## src/rtl/pwm_avalon_slave.sv

```systemverilog
// Avalon-MM PWM generator with double-buffered period/duty.
// Period and duty written over the bus sit in pending registers and are
// copied to the active registers at each wrap, or continuously while stopped,
// so a running waveform never sees a partial update.
module pwm_avalon_slave #(
  parameter int          CNT_WIDTH    = 32,
  parameter int unsigned RESET_PERIOD = 49999,
  parameter int unsigned RESET_DUTY   = 0
) (
  input  logic        clk,
  input  logic        reset_n,
  input  logic [1:0]  address,
  input  logic        chipselect,
  input  logic        read,
  input  logic        write,
  input  logic [31:0] writedata,
  output logic [31:0] readdata,
  output logic        irq,
  output logic        pwm_out
);

  localparam logic [CNT_WIDTH-1:0] RST_P = CNT_WIDTH'(RESET_PERIOD);
  localparam logic [CNT_WIDTH-1:0] RST_D = CNT_WIDTH'(RESET_DUTY);
  localparam logic [CNT_WIDTH-1:0] ONE   = CNT_WIDTH'(1);

  localparam logic [1:0] A_CTRL   = 2'd0;
  localparam logic [1:0] A_PERIOD = 2'd1;
  localparam logic [1:0] A_DUTY   = 2'd2;
  localparam logic [1:0] A_STATUS = 2'd3;

  logic [2:0]           ctrl;      // [0] EN, [1] INV, [2] IRQ_EN
  logic [CNT_WIDTH-1:0] p_pend;
  logic [CNT_WIDTH-1:0] d_pend;
  logic [CNT_WIDTH-1:0] p_act;
  logic [CNT_WIDTH-1:0] d_act;
  logic [CNT_WIDTH-1:0] cnt;
  logic                 run;
  logic                 pend;
  logic [31:0]          rd_mux;

  logic wr_en;
  logic rd_en;
  logic wrap;
  logic pwm_raw;

  assign wr_en   = chipselect & write;
  assign rd_en   = chipselect & read;
  assign wrap    = run && (cnt == p_act);
  assign pwm_raw = run && (cnt < d_act);

  // Bus-visible configuration registers; writes land in the pending copies.
  always_ff @(posedge clk or negedge reset_n) begin
    if (!reset_n) begin
      ctrl   <= '0;
      p_pend <= RST_P;
      d_pend <= RST_D;
    end else if (wr_en) begin
      case (address)
        A_CTRL:   ctrl   <= writedata[2:0];
        A_PERIOD: p_pend <= writedata[CNT_WIDTH-1:0];
        A_DUTY:   d_pend <= writedata[CNT_WIDTH-1:0];
        default:  ;
      endcase
    end
  end

  // Counter, run state and active-register reload on wrap or while stopped.
  always_ff @(posedge clk or negedge reset_n) begin
    if (!reset_n) begin
      run   <= 1'b0;
      cnt   <= '0;
      p_act <= RST_P;
      d_act <= RST_D;
    end else begin
      run <= ctrl[0];
      if (!run || wrap) begin
        cnt   <= '0;
        p_act <= p_pend;
        d_act <= d_pend;
      end else begin
        cnt <= cnt + ONE;
      end
    end
  end

  // Period-end flag: a wrap in the same cycle as a clear keeps the flag set.
  always_ff @(posedge clk or negedge reset_n) begin
    if (!reset_n) begin
      pend <= 1'b0;
    end else if (wrap) begin
      pend <= 1'b1;
    end else if (wr_en && (address == A_STATUS) && writedata[0]) begin
      pend <= 1'b0;
    end
  end

  // Registered outputs: waveform with polarity select, and level interrupt.
  always_ff @(posedge clk or negedge reset_n) begin
    if (!reset_n) begin
      pwm_out <= 1'b0;
      irq     <= 1'b0;
    end else begin
      pwm_out <= pwm_raw ^ ctrl[1];
      irq     <= pend & ctrl[2];
    end
  end

  // Read mux; PERIOD/DUTY return the pending values, zero-extended.
  always_comb begin
    rd_mux = '0;
    case (address)
      A_CTRL:   rd_mux[2:0] = ctrl;
      A_PERIOD: rd_mux[CNT_WIDTH-1:0] = p_pend;
      A_DUTY:   rd_mux[CNT_WIDTH-1:0] = d_pend;
      A_STATUS: rd_mux[1:0] = {run, pend};
      default:  rd_mux = '0;
    endcase
  end

  // Read data register: one cycle latency, holds between reads.
  always_ff @(posedge clk or negedge reset_n) begin
    if (!reset_n) begin
      readdata <= '0;
    end else if (rd_en) begin
      readdata <= rd_mux;
    end
  end

endmodule
```

## config.mk

```make
export PLATFORM = sky130hd
export DESIGN_NAME = pwm_avalon_slave
export DESIGN_NICKNAME = d
export VERILOG_FILES = /design/src/rtl/pwm_avalon_slave.sv
export SDC_FILE = /design/constraint.sdc
export NUM_CORES = 1
export LEC_CHECK = 0
export BUFFER_PORTS_ARGS = -buffer_cell sky130_fd_sc_hd__buf_2
export CORE_MARGIN = 1
export CORE_UTILIZATION = 60
export CTS_CLUSTER_SIZE = 8
export DETAILED_ROUTE_END_ITERATION = 7
export GPL_TIMING_DRIVEN = 0
export PLACE_DENSITY = 0.78
export SLEW_MARGIN = 10
export SYNTH_ARGS = -nofsm -noshare
export SYNTH_HDL_FRONTEND = slang
export SYNTH_SLANG_ARGS = --single-unit
```

## constraint.sdc

```tcl
create_clock -name clk -period 3 [get_ports clk]
set_input_delay 0 -clock clk [delete_from_list [all_inputs] [get_ports clk]]
set_output_delay 0 -clock clk [all_outputs]
set_load 0.01 [all_outputs]
```

==> flow_summary_export.csv <==
group,metric,value,unit
outcome,status,"complete, no violations",
routing,antenna_left,0,
clock_tree,cts_resized,0,
floorplan,die-area,15900,sq um
run,drv_cap,0,
global_route,overflow,0,
finish,nFillCells,1028,
logic_synthesis,synth_edf_count,0,
global_route,grt_max_degree,73,
setup_path,criticalPathCategory,"reg2reg",
finish,area_delta_synth_final,17.8,%
clock_tree,cts_buffers,17,
placement,placed_area,9890,sq um
logic_synthesis,synth_most_common_cell,"dfrtp_1",
logic_synthesis,synth_top_area_cell,"dfrtp_1",
timing,grt_setup_unrepaired,"false",
placement,pre_cts_ws,0.386,ns
timing,report.final.slew_viol_count,0,
routing,drt_iter0_markers,466,
setup_path,crit_arrival,2.95,ns
floorplan,core,14800,sq um
setup_path,cp.required,3.32,ns
placement,io_buffers,72,
logic_synthesis,avgSynthCellArea,12.0,sq um
logic_synthesis,netlist_area,9240,sq um
setup_path,cp-end-kind,"flop",
floorplan,die_w,126,um
clock_tree,cts_tree,"yes",
logic_synthesis,ys.flop_type,"dfrtp_1",
logic_synthesis,ys_warn_count,0,
clock_tree,path_clk_slew,0.07,ns
power_and_ir_drop,ir_drop,0.484,mV
routing,vias_per_cell,5.91,
power_and_ir_drop,p_leak,4.89,nW
floorplan,row_count,44,
routing,wire_per_inst,19.4,um
finish,diodes,0,
floorplan,die_height,126,um
setup_path,critPathLaunchType,"flop",
finish,seq_area,5000,sq um
timing,fmax,381,MHz
logic_synthesis,synth_adder_area_share,5.01,%
clock_tree,cts_root_buf,"clkbuf_16",
finish,nets,973,
finish,finalCoreUtilization,73.7,%
logic_synthesis,synth_common_cells,"dfrtp_1, mux2_2, nand2_1",
global_route,grt_pass1_wl,35700,um
logic_synthesis,synth_compound_area_share,6.41,%
logic_synthesis,synth_simple_gate_area_share,9.18,%
timing,setup_viol,0,
clock_tree,insertion_delay,0.44,ns
timing,finalCritPeriodShare,87.4,%
timing,period_minus_slack,2.62,ns
routing,drtPass1Iterations,5,
logic_synthesis,synth_top_area_share,49.0,%
logic_synthesis,synth_xor_area_share,5.88,%
setup_path,cp_max_fo,10,
placement,detailed_place_hpwl,14900,um
logic_synthesis,synthMuxAreaShare,16.1,%
timing,relSlewSlack,40.7,%
logic_synthesis,syn_nets,843,
finish,stdcell_area,10900,sq um
placement,place_congestion,0.857,
logic_synthesis,yosys.cell_types.count,47,
logic_synthesis,synth_top_family_by_area,"multiplexers",
routing,vias,6463,
routing,wl,21300,um
timing,final.setup.worst_slack,0.377,ns
global_route,antenna_found_initial,0,
timing,hold_viol_final,0,
timing,tightest_slew,0.867,ns
power_and_ir_drop,power_per_cell_area,734,nW/um^2
clock_tree,post_cts_buffers,0,
clock_tree,clockBufferDepth,2,
global_route,grt_use_total,29.3,%
floorplan,start_util,62.6,%
routing,drc,0,
floorplan,boundaryPins,73,
finish,drive_gt1_share,30.4,%
timing,skew,0.0138,ns
logic_synthesis,yosys-top-cells-area,"dfrtp_1, mux2_2, dfstp_2",
clock_tree,hold_buffers,37,
clock_tree,cts_htree_levels,4,
global_route,grt_pass1_vias,6916,
hold_path,hp-class,"in2async",
logic_synthesis,async_flop_share,100,%
logic_synthesis,synthCells,767,
logic_synthesis,yosys_register_bits,199,
clock_tree,cts.sinks,199,
finish,multi_input_area,3930,sq um
timing,tns,0,ns
logic_synthesis,yosysSeqAreaShare,54.2,%
metal layers:
layer  vias up  part of all wire, %  track usage (%)
li1       2938                    -                -
met1      3269                   43             38.0
met2       202                   48             48.2
met3        54                  5.0             5.61
met4         0                  3.3             12.8
met5         -                    0                0
layout make-up:
class	instances	share of cell area, %
plain buffers	32	1.44
inverters	39	1.35
clock inverters	10	1.32
flip-flops and latches	199	46.0
clock buffers	22	4.36
well taps	184	2.12
multi-input cells	497	36.1
repair buffers	111	7.31
through the flow:
stage | hold slack [ns] | std cells | power, mW
after floorplan | -0.296 | 767 | 4.94
after global placement | 0.245 | 1023 | 5.43
after detailed placement | -0.0460 | 1025 | 5.57
after CTS | 0.0459 | 1094 | 8.01
after global routing | 0.106 | 1094 | 8.36
final | 0.0797 | 1094 | 7.98
state kept, by name, indices dropped and copies added (netlist names):
name      cells
d_act        32
pwm_out       1
cnt          32
readdata     32
pend          1
run           1
p_pend       32
d_pend       32
ctrl          3
irq           1
p_act        32
layout by cell type (no fill, tap or decap), types with 2 or more instances in the layout:
cell type | Yosys | layout
and3_1 | 3 | 3
xor2_1 | 11 | 11
ha_1 | 37 | 37
inv_1 | 39 | 39
nor3_2 | 5 | 5
o31ai_1 | 2 | 2
nor4_1 | 3 | 3
a22oi_1 | 29 | 29
dlygate4sd3_1 | 0 | 37
a211oi_1 | 3 | 3
bufinv_16 | 0 | 3
buf_16 | 0 | 2
nand2_1 | 57 | 57
a222oi_1 | 3 | 3
clkbuf_8 | 0 | 3
clkbuf_16 | 0 | 17
nand4_1 | 17 | 17
clkinvlp_4 | 0 | 3
nand3_1 | 20 | 20
buf_2 | 8 | 79
nor2_2 | 2 | 2
dfrtp_1 | 181 | 181
buf_1 | 4 | 4
o21ai_0 | 39 | 39
dfstp_2 | 18 | 18
a21oi_1 | 11 | 11
xnor2_1 | 51 | 51
mux2_2 | 131 | 131
and2_1 | 2 | 2
clkbuf_1 | 16 | 18
clkinv_4 | 0 | 2
nand2b_1 | 2 | 2
nor2_1 | 50 | 50
buf_6 | 3 | 3
kinds of logic after synthesis:
kind of cell	count (synthesis)
DFF	199
and+or+nand+nor	172
muxes	132
AOI/OAI and AO/OA	94
buffers and inverters	71
xor gates and xnor gates	62
adders and majority gates	37
critical path, stage by stage, from the launching register on:
cell and delay, ns:
dfrtp_1 0.46, xnor2_1 0.39, nand4_1 0.20, nor4_1 0.31
nand2_1 0.16, nand2_1 0.20, buf_4 0.25, buf_6 0.19
mux2_2 0.35
final timing paths:
kind	to	slack, ns	startpoint	cells after the start
setup / recovery	p_act[13]	0.38	cnt[7]	8
hold / removal	readdata[1]	0.08	reset_n	2
setup reg to reg	p_act[13]	0.38	cnt[7]	8
hold reg to reg	run	0.40	ctrl[0]	0
max in group asynchronous	p_act[15]	1.85	reset_n	4
min in group clk	readdata[31]	0.09	read	4
power breakdown:
part           leakage (nW)  internal, mW  total, mW  switching (mW)
Sequential             2.47          3.37       3.84           0.473
Clock                 0.293          1.38       2.38            1.00
Combinational          2.13         0.919       1.76           0.842
Total                  4.89          5.67       7.98            2.32
Note: power is estimated with default switching activity, not from simulation.
